--- config.mk ---
export PLATFORM = sky130hd
export DESIGN_NAME = switch_order_ctrl
export DESIGN_NICKNAME = d
export VERILOG_FILES = /design/src/rtl/switch_order_pkg.sv /design/src/rtl/switch_order_ctrl.sv
export SDC_FILE = /design/constraint.sdc
export NUM_CORES = 1
export LEC_CHECK = 0
export ABC_AREA = 1
export BUFFER_PORTS_ARGS = -buffer_cell sky130_fd_sc_hd__buf_2
export CAP_MARGIN = 40
export CORE_MARGIN = 2
export CORE_UTILIZATION = 55
export DETAILED_ROUTE_END_ITERATION = 8
export PLACE_DENSITY = 0.76
export SYNTH_ARGS = -nofsm -noshare
export SYNTH_HDL_FRONTEND = slang
export SYNTH_SLANG_ARGS = --single-unit
--- constraint.sdc ---
create_clock -name sys_clk -period 2.33 [get_ports sys_clk]
set_input_delay 0 -clock sys_clk [delete_from_list [all_inputs] [get_ports sys_clk]]
set_output_delay 0 -clock sys_clk [all_outputs]
set_load 0.01 [all_outputs]
--- src/rtl/switch_order_pkg.sv ---
// Shared constants and FSM state type for the switch/order column controller.
package switch_order_pkg;

   localparam int NCOL  = 45;   // columns per 360-bit row
   localparam int NBANK = 8;    // banks in the row RAM (one per rotation step)
   localparam int COL_W = 6;    // width of a column index 0..44
   localparam int ORD_W = 3;    // width of a rotation 0..7

   typedef enum logic [1:0] {
      ST_IDLE = 2'd0,
      ST_RD   = 2'd1,
      ST_WAIT = 2'd2,
      ST_RUN  = 2'd3
   } state_e;

endpackage

--- src/rtl/switch_order_ctrl.sv ---
// Row/column sequencer for the switch/order datapath.
// For each row of a frame: one RAM read strobe, RAM_LAT wait cycles, then
// 45 column selects with a per-row rotation (rot_offset + row) mod 8.
// Everything advances only on fs_en. frame_abort beats every other input.
// Optional status outputs (start_err, frame_cnt) are built only when the
// macro SWITCH_ORDER_CTRL_STATUS_EN is defined.
module switch_order_ctrl
   import switch_order_pkg::*;
#(
   parameter int RAM_LAT = 1,   // RAM read latency in fs_en cycles, 1..3
   parameter int ROW_W   = 8
) (
   input  logic             sys_clk,
   input  logic             rst_n,
   input  logic             fs_en,
   input  logic             frame_start,
   input  logic [ROW_W-1:0] frame_rows,
   input  logic [2:0]       rot_offset,
   input  logic             frame_abort,
   output logic             ram_rd_en,
   output logic [ROW_W-1:0] ram_rd_addr,
   output logic             switch_vld,
   output logic [COL_W-1:0] switch_array,
   output logic [ORD_W-1:0] order_array,
   output logic             busy,
   output logic             frame_done
`ifdef SWITCH_ORDER_CTRL_STATUS_EN
   ,
   output logic             start_err,
   output logic [15:0]      frame_cnt
`endif
);

   localparam logic [COL_W-1:0] COL_LAST = COL_W'(NCOL - 1);
   localparam logic [1:0]       LAT_LAST = 2'(RAM_LAT - 1);

   state_e             state_q;
   logic [ROW_W-1:0]   row_q;
   logic [ROW_W-1:0]   rows_q;
   logic [1:0]         wait_q;
   logic [COL_W-1:0]   col_q;
   logic [ORD_W-1:0]   order_q;
   logic [ROW_W-1:0]   addr_q;
   logic               rd_en_q;
   logic               vld_q;
   logic               busy_q;
   logic               done_q;

   logic               last_col;
   logic               last_row;
   logic               done_set;

   assign last_col = (col_q == COL_LAST);
   // rows_q is never zero outside IDLE, so the subtraction cannot wrap.
   assign last_row = (row_q == rows_q - 1'b1);

   // A frame ends either on an empty-frame start or after the last column of
   // the last row; an abort on the same enabled cycle suppresses it.
   assign done_set = fs_en && !frame_abort &&
                     (((state_q == ST_IDLE) && frame_start && (frame_rows == '0)) ||
                      ((state_q == ST_RUN) && last_col && last_row));

   // Sequencer FSM with all outputs registered alongside the state.
   always_ff @(posedge sys_clk or negedge rst_n) begin
      if (!rst_n) begin
         state_q <= ST_IDLE;
         row_q   <= '0;
         rows_q  <= '0;
         wait_q  <= '0;
         col_q   <= '0;
         order_q <= '0;
         addr_q  <= '0;
         rd_en_q <= 1'b0;
         vld_q   <= 1'b0;
         busy_q  <= 1'b0;
         done_q  <= 1'b0;
      end else if (fs_en) begin
         rd_en_q <= 1'b0;
         done_q  <= done_set;
         if (frame_abort) begin
            state_q <= ST_IDLE;
            row_q   <= '0;
            wait_q  <= '0;
            col_q   <= '0;
            order_q <= '0;
            addr_q  <= '0;
            vld_q   <= 1'b0;
            busy_q  <= 1'b0;
         end else begin
            case (state_q)
               ST_IDLE: begin
                  if (frame_start) begin
                     rows_q <= frame_rows;
                     if (frame_rows != '0) begin
                        state_q <= ST_RD;
                        busy_q  <= 1'b1;
                        rd_en_q <= 1'b1;
                        row_q   <= '0;
                        addr_q  <= '0;
                        order_q <= rot_offset;
                     end
                  end
               end
               ST_RD: begin
                  state_q <= ST_WAIT;
                  wait_q  <= '0;
               end
               ST_WAIT: begin
                  if (wait_q == LAT_LAST) begin
                     state_q <= ST_RUN;
                     vld_q   <= 1'b1;
                     col_q   <= '0;
                  end else begin
                     wait_q <= wait_q + 1'b1;
                  end
               end
               ST_RUN: begin
                  if (last_col) begin
                     vld_q <= 1'b0;
                     col_q <= '0;
                     if (last_row) begin
                        state_q <= ST_IDLE;
                        busy_q  <= 1'b0;
                        row_q   <= '0;
                        addr_q  <= '0;
                        order_q <= '0;
                     end else begin
                        state_q <= ST_RD;
                        rd_en_q <= 1'b1;
                        row_q   <= row_q + 1'b1;
                        addr_q  <= row_q + 1'b1;
                        order_q <= order_q + 1'b1;   // wraps 7 -> 0
                     end
                  end else begin
                     col_q <= col_q + 1'b1;
                  end
               end
               default: state_q <= ST_IDLE;
            endcase
         end
      end
   end

   assign ram_rd_en    = rd_en_q;
   assign ram_rd_addr  = addr_q;
   assign switch_vld   = vld_q;
   assign switch_array = col_q;
   assign order_array  = order_q;
   assign busy         = busy_q;
   assign frame_done   = done_q;

`ifdef SWITCH_ORDER_CTRL_STATUS_EN
   logic        start_err_q;
   logic [15:0] frame_cnt_q;

   // Sticky flag for starts issued while busy, and a wrapping frame counter.
   always_ff @(posedge sys_clk or negedge rst_n) begin
      if (!rst_n) begin
         start_err_q <= 1'b0;
         frame_cnt_q <= '0;
      end else if (fs_en) begin
         if (frame_start && busy_q) begin
            start_err_q <= 1'b1;
         end
         if (done_set) begin
            frame_cnt_q <= frame_cnt_q + 1'b1;
         end
      end
   end

   assign start_err = start_err_q;
   assign frame_cnt = frame_cnt_q;
`endif

endmodule

==> results of run 1 <==
## cell usage in the layout, fill, tap and decap left out, types with 2 or more instances in the layout
cell type	netlist	layout
nor3b_1	2	2
nor2_1	28	28
nor3_1	7	7
inv_1	36	36
nor2_4	3	3
buf_2	1	36
nand2_2	6	6
o21ai_1	2	2
nand3_1	18	18
ha_1	11	11
a21oi_1	6	6
nand4_1	10	10
xnor2_1	6	6
nand2_1	79	79
nor2_2	3	3
xor2_1	4	4
dlygate4sd3_1	0	9
dfrtp_1	33	33
o21ai_0	16	16
clkbuf_8	0	7
buf_4	1	2
mux2_2	2	2
## state kept, by name (all words and copies together) (netlist names)
signal	count
busy	1
frame_done	1
order_array	3
ram_rd_addr	8
ram_rd_en	1
rows_q	8
state_q	2
switch_array	6
switch_vld	1
wait_q	2
## cell families after synthesis
kind of cell             after synthesis  share of synthesized area
buffers and inverters                 42                     0.0829
flip-flops                            33                      0.380
adder cells (fa/ha/maj)               11                     0.0633
AND/OR/NAND/NOR                      162                      0.351
AO/OA/AOI/OAI                         28                     0.0720
XOR/XNOR                              10                     0.0403
multiplexers                           2                     0.0104
## synth_stat cells, drive strengths merged
library cell,count,share of area
dfrtp,33,0.38
xor2,4,0.016
xnor2,6,0.024
nor3,7,0.016
ha,11,0.063
nand2,86,0.16
and3,1,0.0029
nor3b,2,0.0069
o21bai,1,0.0052
nand3,19,0.050
a21oi,7,0.018
or2,1,0.0029
a311oi,1,0.0040
a22oi,1,0.0035
nor2,34,0.073
inv,38,0.067
buf,4,0.016
mux2,2,0.010
o21ai,18,0.041
nor4,1,0.0029
nand4,11,0.039
## critical path, cell delays in order (launching register included)
cell and delay [ns]:
dfrtp_1 0.44, inv_1 0.11, ha_1 0.22, inv_1 0.08
nor2_1 0.05, nand2_1 0.08, nand3_1 0.12, nor2_4 0.21
buf_4 0.26, nand2_1 0.07, nand2_1 0.07, nand2_1 0.05
a21oi_1 0.11
## power by group through the flow
| stage | combinational, mW | clock [mW] | sequential [mW] |
|---|---|---|---|
| finish | 1.01 | 0.482 | 0.853 |
| global route | 1.15 | 0.523 | 0.873 |
| CTS | 1.01 | 0.492 | 0.852 |
| detailed placement | 0.989 | 0 | 0.861 |
| global placement | 0.970 | 0 | 0.859 |
| floorplan | 0.769 | 0 | 0.852 |
## stage by stage
stage	instances	util	area, µm²	hold slack (ns)
final	387	0.691	2580	0.0507
after global routing	387	0.691	2580	0.0632
after CTS	387	0.691	2580	0.0411
after detailed placement	370	0.639	2390	0.109
after global placement	370	0.639	2390	0.117
after floorplan	288	-	2170	-0.296
## layout make-up
cell class / instances / area, µm²
flip-flops and latches: 33 / 826
repair buffers: 47 / 285
multi-input cells: 213 / 1170
well taps: 48 / 60.1
fillers: 312 / 1160
inverters: 38 / 145
clock inverters: 1 / 5.00
clock buffers: 7 / 96.3
## worst max path at each step
| stage | end | start | cells past startpoint | slack [ns] |
|---|---|---|---|---|
| floorplan | state_q[0] | rows_q[0] | 11 | 0.68 |
| global placement | ram_rd_addr[5] | state_q[0] | 11 | 0.45 |
| detailed placement | ram_rd_addr[5] | state_q[0] | 12 | 0.44 |
| CTS | ram_rd_addr[5] | state_q[0] | 12 | 0.41 |
| global route | ram_rd_addr[6] | state_q[0] | 12 | 0.19 |
| finish | ram_rd_addr[5] | state_q[0] | 12 | 0.39 |
## per-layer routing
layer,part of all wire,up-vias,wire (µm),global-route usage
li1,-,1024,-,-
met1,0.44,933,2130,0.278
met2,0.50,50,2420,0.436
met3,0.042,8,204,0.0591
met4,0.017,0,80,0.107
met5,0,-,0,0
==> impl_metrics.csv, run 1 <==
group,metric,value,unit
run_status,status,"complete, no violations",
layout,fin_nets,365,
drt,vias,2015,
clock_network,clockBufferDepth,2,
clock_network,cts.clk_slew.worst_paths,0.07,ns
power,clockPowerShare,0.206,
clock_network,post_cts_buffers,0,
drt,dr.pass1.iters,4,
worst_hold_path,holdCritStartpoint,"rot_offset[0]",
power,intPower,1.37,mW
setup_path,cp.required,2.55,ns
setup_path,cp_data_arrival_time,2.16,ns
power,p_total,2.34,mW
grt,grt_overflow,0,
power,seqPwrFrac,0.364,
synthesis,syn_area,2170,µm²
setup_path,start_kind,"flop",
sta,finalMaxSlewViolations,0,
worst_hold_path,whs_path_depth,5,
clock_network,worstSkewPairLatency,0.29,ns
drt,avgViaCountPerCell,5.21,
drt,drc,0,
sta,max_freq,514,MHz
synthesis,syn_avg_cell_area,7.55,µm²
floorplanning,design.die.area,4470,µm²
floorplanning,num_rows,22,
setup_path,r2r_setup_slack,0.39,ns
placement,io_buffers,36,
flow_run,drv_cap,0,
setup_path,cp_max_fo,20,
floorplanning,die_y,66.9,µm
clock_network,clock-sinks,33,
floorplanning,start_util,0.581,
grt,antenna_found_initial,0,
sta,hold_viol,0,
sta,fin_ws,0.386,ns
power,peakVddDrop,0.496,mV
drt,routed_wl,4840,µm
power,p_per_area,906,nW/µm²
grt,grt_pass1_wl,8280,µm
clock_network,cts-root-buf,"clkbuf_8",
setup_path,worstSetupPathType,"reg2reg",
floorplanning,die_width,66.9,µm
synthesis,synth-seq-area-share,0.380,
grt,grt_start_max_net_pins,34,
sta,slew_headroom,0.520,
power,leakage,1.34,nW
grt,grt_util_all_layers,0.246,
synthesis,yosys_warnings,0,
floorplanning,core-area,3740,µm²
sta,tns,0,ns
synthesis,synth-seq-cells,33,
power,sw_frac_of_total,0.417,
power,comb_power_share,0.430,
sta,worstMarginPinSlew,0.721,ns
setup_path,r2r_start,"state_q[0]",
grt,grt_pass1_vias,1943,
clock_network,cts-resized-gates,0,
synthesis,syn_inst,288,
clock_network,numCtsBuffers,5,
setup_path,r2r_cells,12,
power,power_switching,0.977,mW
worst_hold_path,min_to,"order_array[0]",
sta,fin_crit_sh,0.834,
clock_network,cts_max_level,2,
sta,rsz0062_at_grt,"false",
sta,finalSetupViolCount,0,
worst_hold_path,hold_class,"in2reg",
clock_network,tritoncts,"built",
placement,dpl.hpwl,3510,µm
layout,area.growth.synth_to_final,18.9,%
drt,drt_iter0_drc,133,
synthesis,syn_nets,315,
drt,wl_per_cell,12.5,µm
clock_network,hold_buffers,9,
sta,finalCriticalPeriod,1.94,ns
sta,skew,0.00737,ns
setup_path,end_kind,"flop",
placement,gp_congestion,0.919,
floorplanning,io_pins,37,
synthesis,ys_types,33,
drt,ant_nets,0,
placement,place_ws,0.436,ns
layout,antenna_cells,0,
layout,drive_above_1_share,0.201,
setup_path,timing.rr.end,"ram_rd_addr[5]",
(Power assumes the default switching activity.)
==> run 2: changes to the inputs <==
--- a/config.mk
+++ b/config.mk
@@ -5,13 +5,13 @@
 export SDC_FILE = /design/constraint.sdc
 export NUM_CORES = 1
 export LEC_CHECK = 0
-export ABC_AREA = 1
+export ABC_AREA = 0
 export BUFFER_PORTS_ARGS = -buffer_cell sky130_fd_sc_hd__buf_2
 export CAP_MARGIN = 40
 export CORE_MARGIN = 2
 export CORE_UTILIZATION = 55
 export DETAILED_ROUTE_END_ITERATION = 8
-export PLACE_DENSITY = 0.76
+export PLACE_DENSITY = 0.77
 export SYNTH_ARGS = -nofsm -noshare
 export SYNTH_HDL_FRONTEND = slang
 export SYNTH_SLANG_ARGS = --single-unit
==> constraint.sdc (replaced) <==
create_clock -name sys_clk -period 1.8 [get_ports sys_clk]
set_input_delay 0 -clock sys_clk [delete_from_list [all_inputs] [get_ports sys_clk]]
set_output_delay 0 -clock sys_clk [all_outputs]
set_load 0.01 [all_outputs]
==> run 2 against run 1 <==
- the run now ends with setup timing left
- global-route usage is 2.0 points higher
- critical path depth is 5 lower
- non-clock buffer count is 48 higher
- clock skew is 0.0011 ns lower
- worst hold slack worse by 0.0084 ns
- sequential share of layout area is 4.0 points lower
- first-iteration DRC count is 71% higher
- die area is 3.5% lower
- clock power is 19% higher
- final area is 14% higher
- critical endpoint unchanged
==> impl_metrics.csv, run 2 <==
group,metric,value,unit
run_status,status,"complete, but fails checks",
run_status,violations,"setup timing",
floorplanning,die_width,65.7,µm
synthesis,synth.most_common_cell,"dfrtp_1",
clock_network,worstSkewPairLatency,0.29,ns
floorplanning,design.die.area,4320,µm²
drt,vias,2046,
synthesis,syn_inst,223,
grt,grt_start_max_net_pins,34,
synthesis,syn_nets,250,
synthesis,yosys-top-cells-count,"dfrtp_1, nand2_1, o21ai_0",
drt,wl_per_cell,15.8,µm
grt,grt_pass1_wl,8690,µm
power,peakVddDrop,0.692,mV
flow_run,drv_cap,0,
setup_path,cp_slowest_cell,"o41ai_4",
synthesis,synth_top_family_by_area,"compound AO/OA/AOI/OAI gates",
grt,antenna_found_initial,0,
sta,max_freq,456,MHz
layout,drive_above_1_share,0.403,
synthesis,synth_compound_area_frac,0.203,
worst_hold_path,hold_class,"in2reg",
floorplanning,die_y,65.7,µm
clock_network,numCtsBuffers,5,
drt,dr.pass1.iters,4,
drt,drt_iter0_drc,228,
sta,worstMarginPinSlew,0.755,ns
floorplanning,start_util,0.572,
layout,mostFrequentLayoutCell,"buf_4",
synthesis,synth_enable_flop_cells,0,
sta,fin_crit_sh,1.22,
setup_path,worst_path_largest_cell_delay,0.47,ns
power,leakage,1.41,nW
sta,hold_viol,0,
power,p_per_area,1160,nW/µm²
synthesis,ys_types,48,
sta,finalMaxSlewViolations,0,
sta,finalCriticalPeriod,2.19,ns
layout,fin_nets,345,
synthesis,synth_top_area_frac,0.395,
drt,ant_nets,0,
synthesis,synth-main-ff-cell,"dfrtp_1",
clock_network,tritoncts,"built",
sta,skew,0.00626,ns
synthesis,synth-seq-cells,33,
placement,io_buffers,36,
setup_path,cp_max_fo,8,
clock_network,cts-root-buf,"clkbuf_8",
layout,area.growth.synth_to_final,41.3,%
setup_path,path_cells,"nor4_4, xnor2_2, a41oi_2, o41ai_4, buf_6, a2bb2oi_1, o31ai_1",
setup_path,cp.required,1.97,ns
setup_path,worstSetupPathType,"reg2reg",
sta,fin_ws,-0.393,ns
clock_network,clockBufferDepth,2,
synthesis,synthMuxAreaShare,0.0681,
layout,final_cell_mix,"buf_4, buf_2, dfrtp_1, nand2_1, o21ai_0",
synthesis,yosys_warnings,0,
layout,layout.cells.non_filler,366,
clock_network,cts.clk_slew.worst_paths,0.07,ns
sta,slew_headroom,0.497,
grt,grt_overflow,0,
setup_path,start_kind,"flop",
power,p_total,3.43,mW
placement,dp_cells,345,
layout,antenna_cells,0,
grt,grt_util_all_layers,0.266,
clock_network,clock-sinks,33,
setup_path,end_kind,"flop",
synthesis,synth.area.top_cells,"dfrtp_1, ha_1, mux2_2",
drt,drc,0,
synthesis,syn_area,2090,µm²
sta,rsz0062_at_grt,"true",
synthesis,syn_avg_cell_area,9.39,µm²
floorplanning,num_rows,22,
placement,dpl.hpwl,3740,µm
synthesis,async_flop_share,1.00,
synthesis,synthAdderAreaFrac,0.0658,
floorplanning,io_pins,37,
setup_path,cp_data_arrival_time,2.37,ns
sta,finalSetupViolCount,15,
layout,post-route-util,0.808,
synthesis,synthSimpleGateAreaFrac,0.175,
synthesis,synth-seq-area-share,0.395,
floorplanning,core-area,3660,µm²
drt,avgViaCountPerCell,5.59,
setup_path,crit_buf_inv,1,
placement,gp_congestion,0.804,
placement,place_ws,-0.380,ns
setup_path,path_delay_family,"compound AO/OA/AOI/OAI gates",
layout,fillCellCount,229,
drt,routed_wl,5780,µm
grt,grt_pass1_vias,2040,
synthesis,synthXorXnorAreaFrac,0.0418,
clock_network,cts_max_level,2,
synthesis,yosys.area.top_type,"dfrtp_1",
## run 2: changes by cell type after synthesis, sizes merged, moves of 4 or more
cell and change:
inv -21, mux2 +8, nand2 -58, nand2b +4, nand3 -15, nand4 -11
nor2 -19, nor4 +4, o31ai +4, xnor2 -4, xor2 +4
## run 2: power breakdown
| part | total [mW] | leakage, nW | internal, mW | switching, mW |
|---|---|---|---|---|
| logic | 1.74 | 0.935 | 0.877 | 0.859 |
| clock network | 0.572 | 0.0443 | 0.303 | 0.269 |
| registers | 1.12 | 0.430 | 0.909 | 0.215 |
| total | 3.43 | 1.41 | 2.09 | 1.34 |
## run 2: cell type report
class	count	area (µm²)	area share
multi-input combinational	166	1260	0.425
clock buffer	7	86.3	0.0292
sequential	33	827	0.280
timing repair buffer	95	664	0.225
inverter	17	63.8	0.0216
tap	48	60.1	0.0203
## run 2: final timing paths
check / end / slack (ns) / cells after the start / startpoint
worst min register to register: switch_vld / 0.51 / 2 / switch_vld
worst min-delay path: order_array[2] / 0.04 / 5 / rot_offset[2]
min in group asynchronous: ram_rd_addr[2] / 0.31 / 2 / rst_n
worst max register to register: ram_rd_addr[5] / -0.39 / 7 / rows_q[6]
max in group asynchronous: rows_q[6] / 0.96 / 2 / rst_n
worst max-delay path: ram_rd_addr[5] / -0.39 / 7 / rows_q[6]
## run 2: per-stage QoR
step           cell area, µm²  hold slack [ns]  TNS (ns)
6_report                 2960           0.0424     -4.39
5_1_grt                  2960           0.0723     -5.94
4_1_cts                  2870           0.0429     -4.14
3_5_place_dp             2640            0.111     -3.93
3_3_place_gp             2640            0.106     -2.90
2_1_floorplan            2100           -0.296     -1.31
## run 2: metal layers
layer	up-vias	GRT usage	share of wire	routed length, µm
met1	986	0.288	0.41	2340
met2	55	0.479	0.52	3010
li1	982	-	-	-
met4	0	0.133	0.037	216
met3	23	0.0634	0.036	209
met5	-	0	0	0
## run 2: worst register-to-register path, delay by kind of cell (launching register included)
| kind | cells | cell delay (ns) |
|---|---|---|
| flops | 1 | 0.44 |
| compound gates | 4 | 0.95 |
| buf+inv | 1 | 0.20 |
| simple gates | 1 | 0.32 |
| xor+xnor | 1 | 0.17 |
## run 2: logic make-up after synthesis
logic type / after synthesis
AND/OR/NAND/NOR: 73
AO/OA/AOI/OAI: 59
flip-flops: 33
buffers and inverters: 24
multiplexers: 13
adder cells (fa/ha/maj): 11
XOR/XNOR: 10
## run 2: repair_timing
action | in CTS | in global routing
setup buffers | 3 | 2
endpoints found under the setup margin | 19 | 20
gates resized for setup | 11 | 18
pin swaps | 6 | 11
hold buffers | 9 | 0
hold endpoints to repair | 41 | 0
==> run 3: changes to the inputs <==
--- a/config.mk
+++ b/config.mk
@@ -9,9 +9,9 @@
 export BUFFER_PORTS_ARGS = -buffer_cell sky130_fd_sc_hd__buf_2
 export CAP_MARGIN = 40
 export CORE_MARGIN = 2
-export CORE_UTILIZATION = 55
+export CORE_UTILIZATION = 35
 export DETAILED_ROUTE_END_ITERATION = 8
-export PLACE_DENSITY = 0.77
+export PLACE_DENSITY = 0.52
 export SYNTH_ARGS = -nofsm -noshare
 export SYNTH_HDL_FRONTEND = slang
 export SYNTH_SLANG_ARGS = --single-unit
==> run 3 against run 2 <==
- the flow still finishes with violations (setup timing)
- first-iteration DRC count decreased by 65%
- count of clock-buffer cells in the layout unchanged
- setup slack improved by 0.079 ns
- global-route usage decreased by 9.4 points
- largest cell class unchanged
==> impl_metrics.csv, run 3 (same netlist as run 2, synthesis figures left out) <==
group,metric,value,unit
run_status,status,"complete, but fails checks",
run_status,violations,"setup timing",
sta,skew,0.00238,ns
floorplanning,num_rows,28,
sta,finalMaxSlewViolations,0,
clock_network,cts.clk_slew.worst_paths,0.07,ns
drt,dr.pass1.iters,4,
placement,gp_congestion,0.810,
setup_path,cp_slowest_cell,"dfrtp_2",
setup_path,worstSetupPathType,"reg2reg",
floorplanning,die_width,81.3,µm
drt,vias,2007,
drt,ant_nets,0,
setup_path,r2r_setup_slack,-0.31,ns
setup_path,startpoint,"rows_q[4]",
clock_network,numCtsBuffers,5,
sta,max_freq,473,MHz
grt,grt_start_max_net_pins,34,
drt,wl_per_cell,14.4,µm
floorplanning,core-area,5850,µm²
floorplanning,io_pins,37,
layout,final_cell_mix,"buf_4, buf_2, dfrtp_1, nand2_1, nor2_1",
flow_run,drv_cap,0,
placement,dpl_cell_area,2650,µm²
clock_network,worstSkewPairLatency,0.28,ns
setup_path,cp_data_arrival_time,2.30,ns
worst_hold_path,holdCritStartpoint,"rot_offset[2]",
grt,grt_overflow,0,
sta,finalCriticalPeriod,2.11,ns
clock_network,cts_max_level,2,
layout,antenna_cells,0,
drt,drt_iter0_drc,79,
setup_path,cp.required,1.98,ns
clock_network,clock-sinks,33,
grt,grt_pass1_vias,1841,
sta,slew_headroom,0.490,
setup_path,start_kind,"flop",
sta,tns,-3.78,ns
clock_network,cts-root-buf,"clkbuf_8",
layout,fin_nets,352,
placement,io_buffers,36,
floorplanning,die_y,81.3,µm
power,p_per_area,1120,nW/µm²
layout,layout.cells.non_filler,400,
sta,whs,0.0490,ns
layout,mostFrequentLayoutCell,"buf_4",
layout,final_cell_area,3130,µm²
grt,antenna_found_initial,0,
layout,area.growth.synth_to_final,49.7,%
worst_hold_path,hold_class,"in2reg",
floorplanning,start_util,0.358,
sta,fin_ws,-0.314,ns
power,peakVddDrop,0.460,mV
clock_network,tritoncts,"built",
placement,place_ws,-0.367,ns
placement,dpl.hpwl,3840,µm
power,leakage,1.46,nW
setup_path,r2r_start,"rows_q[4]",
grt,grt_pass1_wl,8630,µm
drt,drc,0,
layout,drive_above_1_share,0.449,
drt,routed_wl,5750,µm
clock_network,clockBufferDepth,2,
setup_path,cp_max_fo,7,
sta,worstMarginPinSlew,0.765,ns
setup_path,path_common_cell,"buf_4",
sta,hold_viol,0,
floorplanning,design.die.area,6620,µm²
drt,avgViaCountPerCell,5.02,
sta,finalSetupViolCount,15,
placement,dp_cells,369,
grt,grt_util_all_layers,0.172,
sta,fin_crit_sh,1.17,
setup_path,worst_path_largest_cell_delay,0.46,ns
setup_path,end_kind,"flop",
layout,post-route-util,0.536,
setup_path,path_cells,"buf_4, xor2_1, buf_4, a211oi_4, o41ai_4, buf_6, or4b_1, o311ai_1",
power,p_total,3.50,mW
sta,rsz0062_at_grt,"true",
[run 3: metal layers]
| metal | vias up | wire (µm) | track usage |
|---|---|---|---|
| li1 | 994 | - | - |
| met1 | 974 | 2590 | 0.222 |
| met2 | 32 | 2920 | 0.284 |
| met3 | 7 | 155 | 0.0344 |
| met4 | 0 | 83 | 0.0593 |
| met5 | - | 0 | 0 |
[run 3: power by group]
| part | leakage [nW] | switching, mW | internal [mW] |
|---|---|---|---|
| Combinational | 0.986 | 0.891 | 0.909 |
| Sequential | 0.427 | 0.215 | 0.913 |
| Clock | 0.0443 | 0.270 | 0.304 |
[run 3: timing repair]
action	in CTS	in global routing
cloned	0	2
resized for setup	7	45
pin swaps	5	11
hold buffers	9	0
endpoints found under the hold margin	41	0
setup buffers	3	10
setup endpoints to repair	15	20
[run 3: final timing paths]
kind / endpoint / cells after the start
setup / recovery: order_array[2] / 8
hold / removal: order_array[2] / 5
setup reg to reg: order_array[2] / 8
hold reg to reg: busy / 2
max in group asynchronous: rows_q[4] / 2
min in group asynchronous: ram_rd_addr[2] / 2
[run 3: layout make-up]
class	count	area, µm²
flip-flops and latches	33	830
fillers	544	2720
repair buffers	102	724
well taps	75	93.8
multi-input cells	166	1340
inverters	17	63.8
clock buffers	7	86.3
[run 3: critical path: cells and delay by family, from the launching register on]
family	cells	cell delay (ns)
xor+xnor	1	0.15
simple gates	1	0.46
buf+inv	3	0.45
compound gates	3	0.49
flops	1	0.46
